===== config.mk =====
export PLATFORM = sky130hd
export DESIGN_NAME = sdram_arbiter
export DESIGN_NICKNAME = d
export VERILOG_FILES = /design/src/rtl/sdram_arbiter_pkg.sv /design/src/rtl/sdram_arb_pick.sv /design/src/rtl/sdram_arbiter.sv
export SDC_FILE = /design/constraint.sdc
export NUM_CORES = 1
export LEC_CHECK = 0
export ABC_AREA = 1
export BUFFER_PORTS_ARGS = -buffer_cell sky130_fd_sc_hd__buf_2
export CAP_MARGIN = 20
export CORE_AREA = 3 3 127 129
export DETAILED_ROUTE_END_ITERATION = 10
export DIE_AREA = 0 0 130 132
export PLACE_DENSITY = 0.67
export SLEW_MARGIN = 10
export SYNTH_ARGS = -nofsm -noshare
export SYNTH_HDL_FRONTEND = slang
export SYNTH_SLANG_ARGS = --single-unit

===== constraint.sdc =====
create_clock -name clk_i -period 2.2 [get_ports clk_i]
set_input_delay 0.44 -clock clk_i [delete_from_list [all_inputs] [get_ports clk_i]]
set_output_delay 0.44 -clock clk_i [all_outputs]
set_load 0.05 [all_outputs]

===== src/rtl/sdram_arbiter_pkg.sv =====
// -----------------------------------------------------------------------------
// sdram_arbiter_pkg
// Shared definitions for the SDRAM slave-port arbiter:
//   - FSM state encodings (IDLE / ACCESS / GAP)
//   - owner_w()   : width of an owner index for a given port count
//   - rr_winner() : round-robin search starting after the last winner
// -----------------------------------------------------------------------------
package sdram_arbiter_pkg;

    localparam logic [1:0] ST_IDLE   = 2'd0;
    localparam logic [1:0] ST_ACCESS = 2'd1;
    localparam logic [1:0] ST_GAP    = 2'd2;

    // The consecutive-ack counter is 4 bits wide and saturates here.
    localparam logic [3:0] HOLD_SAT  = 4'd15;

    // Owner index width; a 2-port arbiter still needs one bit.
    function automatic int owner_w(input int nport);
        return (nport <= 2) ? 1 : $clog2(nport);
    endfunction

    // First requesting port found searching last+1, last+2, ... modulo nport.
    // Returns last when nothing requests; callers qualify with |req.
    function automatic logic [1:0] rr_winner(input logic [3:0] req,
                                             input logic [1:0] last,
                                             input int         nport);
        logic [1:0] win;
        logic       found;
        int         k;
        win   = last;
        found = 1'b0;
        for (int i = 1; i <= 4; i++) begin
            k = (int'(last) + i) % nport;
            if (i <= nport && !found && req[k]) begin
                win   = 2'(k);
                found = 1'b1;
            end
        end
        return win;
    endfunction

endpackage


===== src/rtl/sdram_arb_pick.sv =====
// -----------------------------------------------------------------------------
// sdram_arb_pick
// Combinational winner selection: port 0 first when PRIO0 is set, otherwise
// round-robin starting just after rr_last.
// Ports:
//   req      in   per-port request (cyc & stb)
//   rr_last  in   index of the previous winner
//   grant    out  one-hot winner (all zero when nothing requests)
//   idx      out  winner index
//   any      out  at least one port requests
// -----------------------------------------------------------------------------
module sdram_arb_pick
    import sdram_arbiter_pkg::*;
#(
    parameter int NPORT = 3,
    parameter bit PRIO0 = 1'b1,
    parameter int IW    = owner_w(NPORT)
) (
    input  logic [NPORT-1:0] req,
    input  logic [IW-1:0]    rr_last,
    output logic [NPORT-1:0] grant,
    output logic [IW-1:0]    idx,
    output logic             any
);

    logic [1:0] rr_idx;

    always_comb begin
        rr_idx = rr_winner(4'(req), 2'(rr_last), NPORT);
        any    = |req;
        if (PRIO0 && req[0]) begin
            idx = '0;
        end else begin
            idx = IW'(rr_idx);
        end
        grant = '0;
        for (int k = 0; k < NPORT; k++) begin
            grant[k] = any && (idx == IW'(k));
        end
    end

endmodule


===== src/rtl/sdram_arbiter.sv =====
// -----------------------------------------------------------------------------
// sdram_arbiter
// Shares the Wishbone-classic slave port of the SDRAM controller between
// NPORT masters. Each winning request is registered into the s_* holding
// registers so the controller sees stable signals for the whole access.
// Ack is routed back to the owning master only; read data is broadcast.
//
// Ports:
//   clk_i, rst_n_i            clock, async active-low reset
//   m_cyc_i/m_stb_i/m_we_i    per-master Wishbone controls
//   m_adr_i/m_dat_i/m_sel_i   per-master fields, port k at [k*W +: W]
//   m_ack_o, m_dat_o          per-master ack, broadcast read data
//   s_*_o, s_ack_i, s_dat_i   controller-side Wishbone port
//   owner_o, busy_o           current owner, FSM not idle
//
// state     | meaning
// ----------+--------------------------------------------------------------
// ST_IDLE   | no access in flight; arbitrate and latch the winner
// ST_ACCESS | s_cyc/s_stb high, waiting for the controller ack
// ST_GAP    | one strobe-low cycle; owner continues or arbitration reopens
// -----------------------------------------------------------------------------
module sdram_arbiter
    import sdram_arbiter_pkg::*;
#(
    parameter int AW       = 25,
    parameter int DW       = 32,
    parameter int NPORT    = 3,
    parameter int MAX_HOLD = 4,
    parameter bit PRIO0    = 1'b1,
    localparam int IW      = owner_w(NPORT)
) (
    input  logic              clk_i,
    input  logic              rst_n_i,
    input  logic [NPORT-1:0]    m_cyc_i,
    input  logic [NPORT-1:0]    m_stb_i,
    input  logic [NPORT-1:0]    m_we_i,
    input  logic [NPORT*AW-1:0] m_adr_i,
    input  logic [NPORT*DW-1:0] m_dat_i,
    input  logic [NPORT*4-1:0]  m_sel_i,
    output logic [NPORT-1:0]    m_ack_o,
    output logic [DW-1:0]       m_dat_o,
    output logic              s_cyc_o,
    output logic              s_stb_o,
    output logic              s_we_o,
    output logic [AW-1:0]     s_adr_o,
    output logic [DW-1:0]     s_dat_o,
    output logic [3:0]        s_sel_o,
    input  logic              s_ack_i,
    input  logic [DW-1:0]     s_dat_i,
    output logic [IW-1:0]     owner_o,
    output logic              busy_o
);

    logic [1:0]       state;
    logic [IW-1:0]    owner;
    logic [IW-1:0]    rr_last;
    logic [3:0]       hold;

    logic [NPORT-1:0] req;
    logic [NPORT-1:0] win_grant;
    logic [IW-1:0]    win_idx;
    logic             win_any;
    logic [NPORT-1:0] owner_oh;
    logic [NPORT-1:0] src_oh;
    logic             own_req;
    logic             other_req;
    logic             keep_owner;
    logic             load;
    logic [AW-1:0]    nxt_adr;
    logic [DW-1:0]    nxt_dat;
    logic [3:0]       nxt_sel;
    logic             nxt_we;

    assign req = m_cyc_i & m_stb_i;

    sdram_arb_pick #(
        .NPORT (NPORT),
        .PRIO0 (PRIO0),
        .IW    (IW)
    ) u_pick (
        .req     (req),
        .rr_last (rr_last),
        .grant   (win_grant),
        .idx     (win_idx),
        .any     (win_any)
    );

    always_comb begin
        owner_oh  = '0;
        own_req   = 1'b0;
        other_req = 1'b0;
        for (int k = 0; k < NPORT; k++) begin
            owner_oh[k] = (owner == IW'(k));
            if (owner == IW'(k)) begin
                own_req = req[k];
            end else begin
                other_req = other_req | req[k];
            end
        end
        // The owner keeps the port unless someone else waits and it has
        // already used up its share of consecutive acks.
        keep_owner = own_req && !(other_req && (hold >= 4'(MAX_HOLD)));
        load       = ((state == ST_IDLE) && win_any) || ((state == ST_GAP) && keep_owner);
        src_oh     = (state == ST_GAP) ? owner_oh : win_grant;
    end

    // AND-OR mux of the selected master's fields into the holding registers.
    always_comb begin
        nxt_adr = '0;
        nxt_dat = '0;
        nxt_sel = '0;
        nxt_we  = 1'b0;
        for (int k = 0; k < NPORT; k++) begin
            if (src_oh[k]) begin
                nxt_adr = nxt_adr | m_adr_i[k*AW +: AW];
                nxt_dat = nxt_dat | m_dat_i[k*DW +: DW];
                nxt_sel = nxt_sel | m_sel_i[k*4 +: 4];
                nxt_we  = nxt_we  | m_we_i[k];
            end
        end
    end

    // An aborted access (owner cyc low) still completes; its ack stays here.
    always_comb begin
        m_ack_o = '0;
        for (int k = 0; k < NPORT; k++) begin
            m_ack_o[k] = (state == ST_ACCESS) && owner_oh[k] && s_ack_i
                         && m_cyc_i[k] && m_stb_i[k];
        end
    end

    always_ff @(posedge clk_i or negedge rst_n_i) begin
        if (!rst_n_i) begin
            state   <= ST_IDLE;
            owner   <= '0;
            rr_last <= IW'(NPORT - 1);
            hold    <= '0;
            s_cyc_o <= 1'b0;
            s_stb_o <= 1'b0;
        end else begin
            case (state)
                ST_IDLE: begin
                    if (win_any) begin
                        owner   <= win_idx;
                        rr_last <= win_idx;
                        hold    <= '0;
                        s_cyc_o <= 1'b1;
                        s_stb_o <= 1'b1;
                        state   <= ST_ACCESS;
                    end
                end
                ST_ACCESS: begin
                    if (s_ack_i) begin
                        s_cyc_o <= 1'b0;
                        s_stb_o <= 1'b0;
                        if (hold != HOLD_SAT) begin
                            hold <= hold + 4'd1;
                        end
                        state <= ST_GAP;
                    end
                end
                ST_GAP: begin
                    if (keep_owner) begin
                        s_cyc_o <= 1'b1;
                        s_stb_o <= 1'b1;
                        state   <= ST_ACCESS;
                    end else begin
                        state <= ST_IDLE;
                    end
                end
                default: begin
                    state   <= ST_IDLE;
                    s_cyc_o <= 1'b0;
                    s_stb_o <= 1'b0;
                end
            endcase
        end
    end

    // Holding registers change only when a new access is launched, so write
    // data stays put through ACCESS and GAP even after an early ack.
    always_ff @(posedge clk_i or negedge rst_n_i) begin
        if (!rst_n_i) begin
            s_adr_o <= '0;
            s_dat_o <= '0;
            s_sel_o <= '0;
            s_we_o  <= 1'b0;
        end else if (load) begin
            s_adr_o <= nxt_adr;
            s_dat_o <= nxt_dat;
            s_sel_o <= nxt_sel;
            s_we_o  <= nxt_we;
        end
    end

    assign m_dat_o = s_dat_i;
    assign owner_o = owner;
    assign busy_o  = (state != ST_IDLE);

endmodule


# Word level (Yosys, flattened, before mapping)
# Index checks and enable logic that the tools add are counted.
# word_totals
output_inout_bits	102
register_bits	73
inputBits	227
word_cells	123
# op_classes
add_sub_neg	4
n_reduce_logical	35
magnitude_cmp	4
eq_ne	11
bitwise	11
n_mux	46
n_div	3
# op_table
cell	n
< comparator 32 x 4 -> 1 bit, second input constant	3
remainder unit 32 x 3 -> 32 bit, second input constant	3
2-to-1 mux 32 bit	3
2-to-1 mux 25 bit	3
bitwise OR 32 bit	2
bitwise OR 25 bit	2
2-to-1 mux 4 bit	6
logical AND 1 bit	21
2-to-1 mux 1 bit	21
2-to-1 mux 2 bit	6
bitwise OR 4 bit	2
case mux 4 bit (2 select lines)	1
adder 2 x 2 -> 3 bit, second input constant	2
binary-select mux 1 bit (select 2 bit)	3
equality test 2 x 1 -> 1 bit, second input constant	3
equality test 2 bit, second input constant	3
zero test 2 bit	3
!= test 2 bit, second input constant	3
case mux 2 bit (3 select lines)	1
adder 4 x 1 -> 4 bit, second input constant	1
>= comparator 4 x 3 -> 1 bit, second input constant	1
!= test 4 bit, second input constant	1
bitwise OR 1 bit	4
AND reduction 2 bit	2
other kinds (11)	14

# Depth between registers and ports, before layout
# logic_depth
word_depth	21
depth_mapped	20
depth_no_buf	18

# Modules after synthesis
# From an unflattened synthesis, not the netlist that was laid out.
# hier_totals
cells_unflattened	716
area_unflattened_um2	4728.3
# modules_own_cells
mod	n_inst	cells_each	seq_area_each_um2	area_per_inst_um2
sdram_arbiter	1	658	1803.0	4429.2
sdram_arb_pick	1	58	0.0	299.0

# Worst setup path before layout
# OpenSTA, ideal clock, no wires.
# synth_path
path_type	reg2out
startpoint	register state[0]
endpoint	output port m_ack_o[0]
path_stages_with_launch	7
slack_ns	-0.080
t_arrival_ns	1.840
path_buffers	0
required_time_ns	1.760
cell_sequence	dfrtp_1 -> nor2_1 -> inv_1 -> o21ai_1 -> nor2_1 -> inv_1 -> nor2_1
# synth_via
elab_chain_cells	5
# synth_lines
element	line	source
from (decl)	sdram_arbiter.sv:54	logic [1:0] state;
from (signal assigned)	sdram_arbiter.sv:134	state <= ST_IDLE;
from (signal assigned)	sdram_arbiter.sv:149	state <= ST_ACCESS;
from (signal assigned)	sdram_arbiter.sv:159	state <= ST_GAP;
equality test 2 x 1 -> 1 bit	sdram_arbiter.sv:127	m_ack_o[k] = (state == ST_ACCESS) && owner_oh[k] && s_ack_i
logical AND 1 bit (2 in a row)	sdram_arbiter.sv:127	
logical AND 1 bit (2 in a row)	sdram_arbiter.sv:128	&& m_cyc_i[k] && m_stb_i[k];
to (decl)	sdram_arbiter.sv:40	output logic [NPORT-1:0] m_ack_o,
# Every way passes these cells.

# Worst setup path in the final report
# layout_path
startpoint	register rr_last[1]
endpoint	register s_adr_o[3]
# layout_via
elab_chain_cells	21
elab_cells_between_ends	37
classes_between	add/sub (3); div (3); eq/ne (2); mux (19); bitwise (2); reduce/logical (8)
# layout_lines
element	line	source
from (decl)	sdram_arbiter.sv:56	logic [IW-1:0] rr_last;
from (signal assigned)	sdram_arbiter.sv:136	rr_last <= IW'(NPORT - 1);
from (signal assigned)	sdram_arbiter.sv:145	rr_last <= win_idx;
adder 2 x 1 -> 3 bit	sdram_arbiter_pkg.sv:33	k = (int'(last) + i) % nport;
remainder unit 32 x 3 -> 32 bit	sdram_arbiter_pkg.sv:33	
binary-select mux 1 bit (select 2 bit)	sdram_arbiter_pkg.sv:34	if (i <= nport && !found && req[k]) begin
2-to-1 mux 1 bit (not written as such) (2 in a row)	sdram_arbiter_pkg.sv:34	
2-to-1 mux 1 bit	sdram_arbiter_pkg.sv:34	
zero test 1 bit	sdram_arbiter_pkg.sv:34	
logical AND 1 bit	sdram_arbiter_pkg.sv:34	
2-to-1 mux 1 bit	sdram_arbiter_pkg.sv:34	
(+4 left out)	n/a	
zero test 2 bit	sdram_arb_pick.sv:38	grant[k] = any && (idx == IW'(k));
logical AND 1 bit	sdram_arb_pick.sv:38	
2-to-1 mux 3 bit (*)	sdram_arbiter.sv:104	src_oh = (state == ST_GAP) ? owner_oh : win_grant;
2-to-1 mux 25 bit	sdram_arbiter.sv:114	if (src_oh[k]) begin
bitwise OR 25 bit	sdram_arbiter.sv:115	nxt_adr = nxt_adr | m_adr_i[k*AW +: AW];
2-to-1 mux 25 bit	sdram_arbiter.sv:114	
bitwise OR 25 bit	sdram_arbiter.sv:115	
2-to-1 mux 25 bit (*)	sdram_arbiter.sv:114	
to (signal assigned)	sdram_arbiter.sv:189	s_adr_o <= nxt_adr;
to (decl)	sdram_arbiter.sv:45	output logic [AW-1:0] s_adr_o,
# Every way passes the cells marked *; elsewhere a longest branch is shown, timed or not. The select of a mux whose other input is x is not followed.
# A chain may end at the register's enable or synchronous reset.

==> reports/qor.yml <==
cts_tree: "done"
clkLatencyLatePin_ns: 0.33
ir_drop_mv: 0.912
min_period_over_period_pct: 111
holdCritPathClass: "primary input to asynchronous set/reset pin"
finalHoldViolCount: 0
drtPass1Iterations: 5
yosysTopAreaCellShare_pct: 34.2
grt_max_degree: 62
rrSetupSlack_ns: -0.25
pre_cts_slack_ns: -0.191
synth_area_sq_um: 5200
core_area_sq_um: 15100
drtAntennaViolNets: 0
dp_hpwl_microns: 12900
synthFlopType: "dfrtp_1"
drt_iter0_markers: 368
synth.ff_latch_count: 72
critPathArrivalTime_ns: 2.66
layout.nets: 1270
slew_viol_final: 0
synth_top_family_by_area: "simple AND/OR/NAND/NOR gates"
io_buffers: 264
rows: 45
avgSynthCellArea_sq_um: 6.59
drive_gt1_share_pct: 41.7
synthMuxAreaShare_pct: 0
grt.overflow.total: 0
cts_buffers: 9
multi_input_area_sq_um: 3060
critPathKind: "register to register"
io_pins: 329
vias: 6273
drt_wl_total_microns: 20900
grt_pass1_vias: 5558
antenna_found_initial: 0
r2r_cells: 18
r2r_end: "s_adr_o[3]"
synth_simple_gate_area_share_pct: 49.1
fin_crit_ns: 2.45
num_antenna_cells: 0
final_area_sq_um: 7800
ys_types: 30
synthTopCellsByArea: "dfrtp_1, nand2_1, nor2_1"
rsz0062_at_grt: "true"
clockBufferDepth: 2
violations: "setup timing"
via_per_inst: 5.10
postSynthCellCount: 789
power_density_nw_per_um2: 2060
setup_viol: 62
drc: 0
dpl_cell_area_sq_um: 6550
grt_pass1_wl_microns: 27900
cts_sinks: 72
h-tree-depth: 3
crit_path_end_kind: "register"
synthXorXnorAreaFrac_pct: 0
fin_tns_setup_ns: -11.41
syn_to_final_growth_pct: 49.9
critPathLaunchType: "register"
slew_headroom_pct: 62.8
max_freq_mhz: 409
synth-async-reset-ratio_pct: 100
synth_top_cell_by_area: "dfrtp_1"
cp_data_required_time_ns: 2.42
crit_fanout: 7
yosysWarnings: 0
clock-root-buffer: "clkbuf_16"
start_util_pct: 34.3
ff_latch_area_sq_um: 1810
synth_compound_area_share_pct: 1.56
drv_cap: 0
synth.yosys.seq_area_share_pct: 34.7
synth_fa_ha_area_share_pct: 1.20
die_area_sq_um: 17200
rr_startpoint: "rr_last[1]"
die_h_microns: 132
gr-usage-all-layers_pct: 20.5
wire_per_inst_microns: 17.0
num-fill-cells: 1497
leakagePower_nw: 4.07
ys_top_cells_by_count: "nand2_1, nor2_1, nand3_1"
finalWorstSetupSlack_ns: -0.246
worst_pin_slew_ns: 0.558
cts.clk_slew.worst_paths_ns: 0.06
gp_congestion: 0.917
finClkSkew_ns: 0.00419
die_x_microns: 130
synth_most_common_cell: "nand2_1"
synth-edff-count: 0
synth.net_count: 1021
status: "complete, but fails checks"
-- sequential cells by signal, indices dropped and copies added, names as in the netlist --
signal	cells
state	2
hold	4
s_we_o	1
s_dat_o	32
s_stb_o	1
s_adr_o	25
s_sel_o	4
owner_o	2
rr_last	1
-- how the worst max path moves through the flow --
stage                           from           to  slack [ns]
after floorplan             state[0]   m_ack_o[0]       -0.08
after global placement    rr_last[1]  s_dat_o[29]       -0.16
after detailed placement  rr_last[1]  s_dat_o[16]       -0.19
after CTS                 rr_last[1]  s_dat_o[18]       -0.15
after global routing      rr_last[1]   s_adr_o[3]       -0.36
final                     rr_last[1]   s_adr_o[3]       -0.25
-- worst max-delay path, cell delays in order, from the launching register on --
cell and delay (ns):
dfstp_2 0.60, inv_2 0.08, ha_2 0.22, inv_4 0.09, nand3_1 0.14, o21ai_1 0.13, nand2_1 0.07, nand2_1 0.06
nand2_1 0.06, nand2_2 0.08, inv_2 0.05, nand3_4 0.09, nand2_8 0.10, buf_12 0.15, buf_16 0.13, nand2_2 0.04
nand2_1 0.06, nor2_1 0.13, nor2_1 0.06
-- report_power, final --
group / switching [W] / internal [W] / leakage (nW) / total (W)
logic: 0.00779 / 0.00447 / 3.09 / 0.0123
clock network: 0.000547 / 0.000815 / 0.134 / 0.00136
registers: 0.000394 / 0.00206 / 0.844 / 0.00245
total: 0.00873 / 0.00734 / 4.07 / 0.0161
-- final cells by class --
type | count | area share [%]
clock inverters | 3 | 0.225
repair buffers | 322 | 29.7
clock buffers | 12 | 3.29
inverters | 26 | 1.35
flip-flops and latches | 72 | 23.1
multi-input cells | 607 | 39.3
well taps | 188 | 3.02
-- stage by stage --
step,hold slack [ns],util [%],cells,total power [W]
6_report,0.0920,51.5,1230,0.0161
5_1_grt,0.119,51.5,1230,0.0171
2_1_floorplan,0.144,-,789,0.00969
3_3_place_gp,0.467,43.2,1184,0.0118
3_5_place_dp,0.470,43.2,1184,0.0119
4_1_cts,0.109,47.9,1212,0.0145
-- kinds of logic after synthesis --
group,count (synthesis)
buffers and inverters,111
and+or+nand+nor,586
adders and majority gates,5
AOI/OAI and AO/OA,15
DFF,72
-- placed cells by master (no fill, tap or decap), types with 9 or more instances in the layout --
master	count
nand2_2	22
buf_12	16
buf_6	9
inv_2	14
inv_1	10
nand2_1	204
buf_2	260
nor2_1	186
clkbuf_16	21
nand3_1	56
dfrtp_1	69
nand4_1	62
nand3_2	25
buf_4	19
nor2_2	11
-- what timing repair did --
| item | in CTS | in global routing |
|---|---|---|
| pin swaps | 6 | 47 |
| resized for setup | 60 | 54 |
| buffers inserted | 8 | 5 |
| hold buffers | 0 | 0 |
| endpoints found under the setup margin | 65 | 65 |
| cloned | 6 | 15 |
-- layer usage --
metal  wire length (microns)  up-vias  global-route usage [%]
met3                    1810       50                    4.66
li1                        -     3025                       -
met1                    8300     2866                    24.7
met4                     622        0                    8.20
met2                   10100      332                    35.2
met5                       0        -                       0
Power figures use the tool's default switching activity.
